--- src/rtl/ras_controller.sv ---
// Return-address-stack front-end driver: decodes JAL/JALR link hints into RAS
// push/pop operations, sequences checkpoint/restore, and presents pop results as predictions.
module ras_controller #(
    parameter int XLEN = 32
) (
    input  logic            clk,
    input  logic            reset,
    input  logic            instr_valid,
    output logic            instr_ready,
    input  logic [31:0]     instr,
    input  logic [XLEN-1:0] pc,
    input  logic            ckpt_valid,
    output logic            ckpt_ready,
    input  logic            mispredict,
    output logic [XLEN-1:0] ras_address_in,
    output logic            ras_valid_in,
    output logic            ras_op,
    output logic            ras_checkpoint,
    output logic            ras_restore_checkpoint,
    input  logic [XLEN-1:0] ras_address_out,
    input  logic            ras_valid_out,
    output logic            pred_valid,
    output logic [XLEN-1:0] pred_target,
    output logic            pred_hit
);

    typedef enum logic [0:0] {
        ST_IDLE     = 1'b0,
        ST_POP_WAIT = 1'b1
    } state_t;

    typedef enum logic [1:0] {
        ACT_NONE     = 2'd0,
        ACT_PUSH     = 2'd1,
        ACT_POP      = 2'd2,
        ACT_POP_PUSH = 2'd3
    } action_t;

    state_t          state_q, state_d;
    logic            push_pending_q, push_pending_d;
    logic [XLEN-1:0] push_addr_q, push_addr_d;
    logic [XLEN-1:0] link_addr_s;
    action_t         action_s;

    function automatic logic is_link(input logic [4:0] r);
        return (r == 5'd1) || (r == 5'd5);
    endfunction

    function automatic action_t decode_action(input logic [31:0] w);
        logic [4:0] rd;
        logic [4:0] rs1;
        action_t    act;
        rd  = w[11:7];
        rs1 = w[19:15];
        act = ACT_NONE;
        if (w[6:0] == 7'b1101111) begin
            act = is_link(rd) ? ACT_PUSH : ACT_NONE;
        end else if ((w[6:0] == 7'b1100111) && (w[14:12] == 3'b000)) begin
            case ({is_link(rd), is_link(rs1)})
                2'b00:   act = ACT_NONE;
                2'b01:   act = ACT_POP;
                2'b10:   act = ACT_PUSH;
                2'b11:   act = (rd == rs1) ? ACT_PUSH : ACT_POP_PUSH;
                default: act = ACT_NONE;
            endcase
        end else begin
            act = ACT_NONE;
        end
        return act;
    endfunction

    assign action_s    = decode_action(instr);
    assign link_addr_s = pc + XLEN'(4);

    // State and latched push request; async reset drops any pending push.
    always_ff @(posedge clk or posedge reset) begin
        if (reset) begin
            state_q        <= ST_IDLE;
            push_pending_q <= 1'b0;
            push_addr_q    <= '0;
        end else begin
            state_q        <= state_d;
            push_pending_q <= push_pending_d;
            push_addr_q    <= push_addr_d;
        end
    end

    // Next state and outputs; outputs are forced low while reset is held.
    always_comb begin
        state_d                = state_q;
        push_pending_d         = push_pending_q;
        push_addr_d            = push_addr_q;
        instr_ready            = 1'b0;
        ckpt_ready             = 1'b0;
        ras_address_in         = '0;
        ras_valid_in           = 1'b0;
        ras_op                 = 1'b0;
        ras_checkpoint         = 1'b0;
        ras_restore_checkpoint = 1'b0;
        pred_valid             = 1'b0;
        pred_target            = '0;
        pred_hit               = 1'b0;

        if (reset) begin
            state_d        = ST_IDLE;
            push_pending_d = 1'b0;
        end else if (mispredict) begin
            ras_restore_checkpoint = 1'b1;
            state_d                = ST_IDLE;
            push_pending_d         = 1'b0;
        end else begin
            case (state_q)
                ST_IDLE: begin
                    ckpt_ready  = 1'b1;
                    instr_ready = !ckpt_valid;
                    // The checkpoint is older than a concurrent instruction, so it takes the cycle.
                    if (ckpt_valid) begin
                        ras_checkpoint = 1'b1;
                    end else if (instr_valid) begin
                        case (action_s)
                            ACT_PUSH: begin
                                ras_valid_in   = 1'b1;
                                ras_op         = 1'b0;
                                ras_address_in = link_addr_s;
                            end
                            ACT_POP, ACT_POP_PUSH: begin
                                ras_valid_in   = 1'b1;
                                ras_op         = 1'b1;
                                push_addr_d    = link_addr_s;
                                push_pending_d = (action_s == ACT_POP_PUSH);
                                state_d        = ST_POP_WAIT;
                            end
                            default: begin
                                ras_valid_in = 1'b0;
                            end
                        endcase
                    end else begin
                        ras_valid_in = 1'b0;
                    end
                end
                ST_POP_WAIT: begin
                    pred_valid     = 1'b1;
                    pred_target    = ras_address_out;
                    pred_hit       = ras_valid_out;
                    if (push_pending_q) begin
                        ras_valid_in   = 1'b1;
                        ras_op         = 1'b0;
                        ras_address_in = push_addr_q;
                    end else begin
                        ras_valid_in = 1'b0;
                    end
                    push_pending_d = 1'b0;
                    state_d        = ST_IDLE;
                end
                default: begin
                    state_d        = ST_IDLE;
                    push_pending_d = 1'b0;
                end
            endcase
        end
    end

endmodule
--- config.mk ---
export PLATFORM = sky130hd
export DESIGN_NAME = ras_controller
export DESIGN_NICKNAME = d
export VERILOG_FILES = /design/src/rtl/ras_controller.sv
export SDC_FILE = /design/constraint.sdc
export NUM_CORES = 1
export LEC_CHECK = 0
export CAP_MARGIN = 15
export CORE_ASPECT_RATIO = 0.8
export CORE_UTILIZATION = 36
export DETAILED_ROUTE_END_ITERATION = 10
export PLACE_DENSITY = 0.8
export SYNTH_ARGS = -nofsm -noshare
export SYNTH_HDL_FRONTEND = slang
export SYNTH_SLANG_ARGS = --single-unit
--- constraint.sdc ---
create_clock -name clk -period 5.5 [get_ports clk]
set_clock_uncertainty 0.1 [all_clocks]
set_input_delay 1.1 -clock clk [delete_from_list [all_inputs] [get_ports clk]]
set_output_delay 1.1 -clock clk [all_outputs]
set_load 0.05 [all_outputs]
==> out/results.tsv <==
metric	value	unit
status	complete, but fails checks	
failed_checks	design-rule violations	
clk_latency	0.28	ns
syn_inst	338	
cap_violations	0	
ys_ff_latch	34	
ant_nets	0	
place_area	4220	um^2
pre_cts_ws	0.656	ns
fill_cells	634	
layout_setup_ws	0.610	ns
grt_pass1_wl	14200	um
cp-start-kind	primary input	
drc	14	
power_leakage	1.84	nW
vias	2998	
cts_tree	done	
clk_path_buf_depth	2	
drive_gt1_share	13.0	%
worstMarginPinSlew	0.913	ns
slew_violations	0	
finalWirelength	8960	um
die_h	78.7	um
hold-path-endpoint	push_addr_q[28]	
cts-root-buf	clkbuf_8	
rsz0062_at_grt	no	
synth_cell_types	43	
min_from	push_addr_q[28]	
groute.usage.overall	23.2	%
max_clock_freq	0.204	GHz
hp-class	flip-flop to flip-flop	
critPathMaxFanout	7	
final_hold_viol_count	0	
overflow	0	
post-dp-hpwl	7090	um
power_density	139	nW/um^2
end_kind	output port	
synth_fp_nets	441	
worstPathRequired	4.30	ns
relSlewSlack	39.1	%
ys_warn_count	0	
grt_pass1_vias	2889	
drtIter0Drc	305	
crit-reg2reg-launch	state_q	
fp.dieArea	7700	um^2
crit_type	primary input to output port	
numClockSinks	34	
reg2reg_slack	2.98	ns
ir_drop	116	uV
syn2layout_area_growth	63.7	%
antenna_found_initial	0	
wl_per_cell	15.5	um
ctsResizeCount	0	
cts_setup_buffers	0	
fin_crit_sh	88.9	%
ctsHtreeMaxLevel	2	
r2r_cells	5	
numCtsBuffers	5	
ys_seq_area_share	32.2	%
period_needed	4.89	ns
grt_max_degree	59	
rows	27	
start_util	37.8	%
core_area	6990	um^2
setup-tns-final	0	ns
io_pins	174	
layout_commonest_cell	clkdlybuf4s50_1	
whs_path_depth	2	
cp.arrival	3.69	ns
vias_per_cell	5.19	
cts-hold-fix-buffers	0	
r2r-end	push_addr_q[3]	
mostFrequentLayoutCells	127 x clkdlybuf4s50_1, 57 x nand2_1, 47 x o21ai_0	
finalSetupViolations	0	
path_clk_slew	0.07	ns
die_w	97.8	um
avgSynthCellArea	7.83	um^2
synth_area	2650	um^2
routabilityCongestion	0.833	
nets	593	
firstDrtPassIters	8	
finish.instance_area	4330	um^2
io_buffers	161	
antenna_cells	0	
-- worst max-delay path, cell delays in order --
cell and delay, ns:
clkdlybuf4s50_1 0.57, nand4_1 0.32, nor4_2 0.75, nand4_1 0.28, xor2_1 0.22, o21ai_0 0.20
buf_4 0.24
-- registers in the layout (all words and copies together), names as in the netlist --
register,count
push_addr_q,32
push_pending_q,1
state_q,1
-- cells by family after synthesis --
family / count (synthesis) / share of synthesized area [%]
muxes: 6 / 2.51
and+or+nand+nor: 177 / 35.8
DFF: 34 / 32.2
buffers and inverters: 28 / 5.01
xor gates and xnor gates: 28 / 9.27
adders and majority gates: 1 / 0.473
AOI/OAI and AO/OA: 64 / 14.8
-- per-stage QoR --
stage | power (mW) | instances | hold WS [ns] | utilization [%]
after detailed placement | 0.375 | 570 | 0.370 | 60.4
after global placement | 0.373 | 570 | 0.362 | 60.4
final | 0.600 | 578 | 0.382 | 61.9
after global routing | 0.623 | 578 | 0.400 | 61.9
after floorplan | 0.292 | 338 | 0.350 | -
after CTS | 0.605 | 578 | 0.386 | 61.9
-- synth_stat cells --
library cell    n  share of area [%]
buf_1           1               0.14
mux2_2          5                2.1
or4_1           1               0.28
a22oi_1         4                1.1
or4b_4          1               0.52
ha_1            1               0.47
or4_4           1               0.43
or4b_1          1               0.38
and2_1         11                2.6
a2bb2oi_1       5                1.7
nand3_2         2               0.76
nor4_1          1               0.24
or2_2           4               0.95
clkbuf_1       13                1.8
nor4_2          1               0.47
a21oi_2         1               0.33
nand4_1        13                3.1
and3_1         36                8.5
nand2_1        57                8.1
mux2i_1         1               0.38
dfrtp_1        34                 32
buf_6           1               0.43
nand4b_1        2               0.66
a21oi_1         2               0.38
o21ai_2         1               0.33
buf_2           3               0.57
or3b_4          1               0.43
nor4_4          1               0.80
o21ai_0        47                8.9
clkbuf_8        1               0.52
inv_1           8                1.1
xnor2_1         9                3.0
a32o_1          1               0.38
a21boi_0        1               0.28
nor2_1         18                2.6
dlygate4sd3_1   1               0.38
a2111oi_4       1                1.0
nand3_1        14                2.6
nor3_1         10                1.9
xor2_1         19                6.3
nor2b_1         1               0.24
nor3b_1         1               0.28
o41ai_1         1               0.33
-- metal layers --
layer  vias to the layer above  track usage, %  wire (um)
met3                         9            3.92        491
li1                       1490               -          -
met2                        95            39.1       4380
met1                      1404            30.6       3970
met4                         0            6.52        118
met5                         -               0          0
-- area by class of cell --
| cell class | count | area (um^2) | area share [%] |
|---|---|---|---|
| Multi-Input combinational cell | 276 | 1660 | 38.4 |
| Inverter | 8 | 30.0 | 0.694 |
| Sequential cell | 34 | 851 | 19.7 |
| Clock buffer | 7 | 76.3 | 1.76 |
| Tap cell | 87 | 109 | 2.51 |
| Clock inverter | 1 | 30.0 | 0.694 |
| Timing Repair Buffer | 165 | 1570 | 36.2 |
-- where the power goes --
group          internal (mW)  switching, mW  leakage (nW)
Sequential             0.250      0.0000224         0.470
Clock                  0.136         0.0933        0.0524
Combinational         0.0713         0.0497          1.32
Total                  0.457          0.143          1.84
-- worst max path at each step --
stage | start | end | depth (start not counted)
detailed placement | instr[3] | ras_address_in[14] | 6
finish | pc[4] | ras_address_in[31] | 7
CTS | instr[3] | ras_address_in[14] | 6
global placement | instr[3] | ras_address_in[14] | 6
floorplan | instr[3] | ras_address_in[19] | 4
global route | pc[4] | ras_address_in[31] | 7
(Power assumes the default switching activity.)
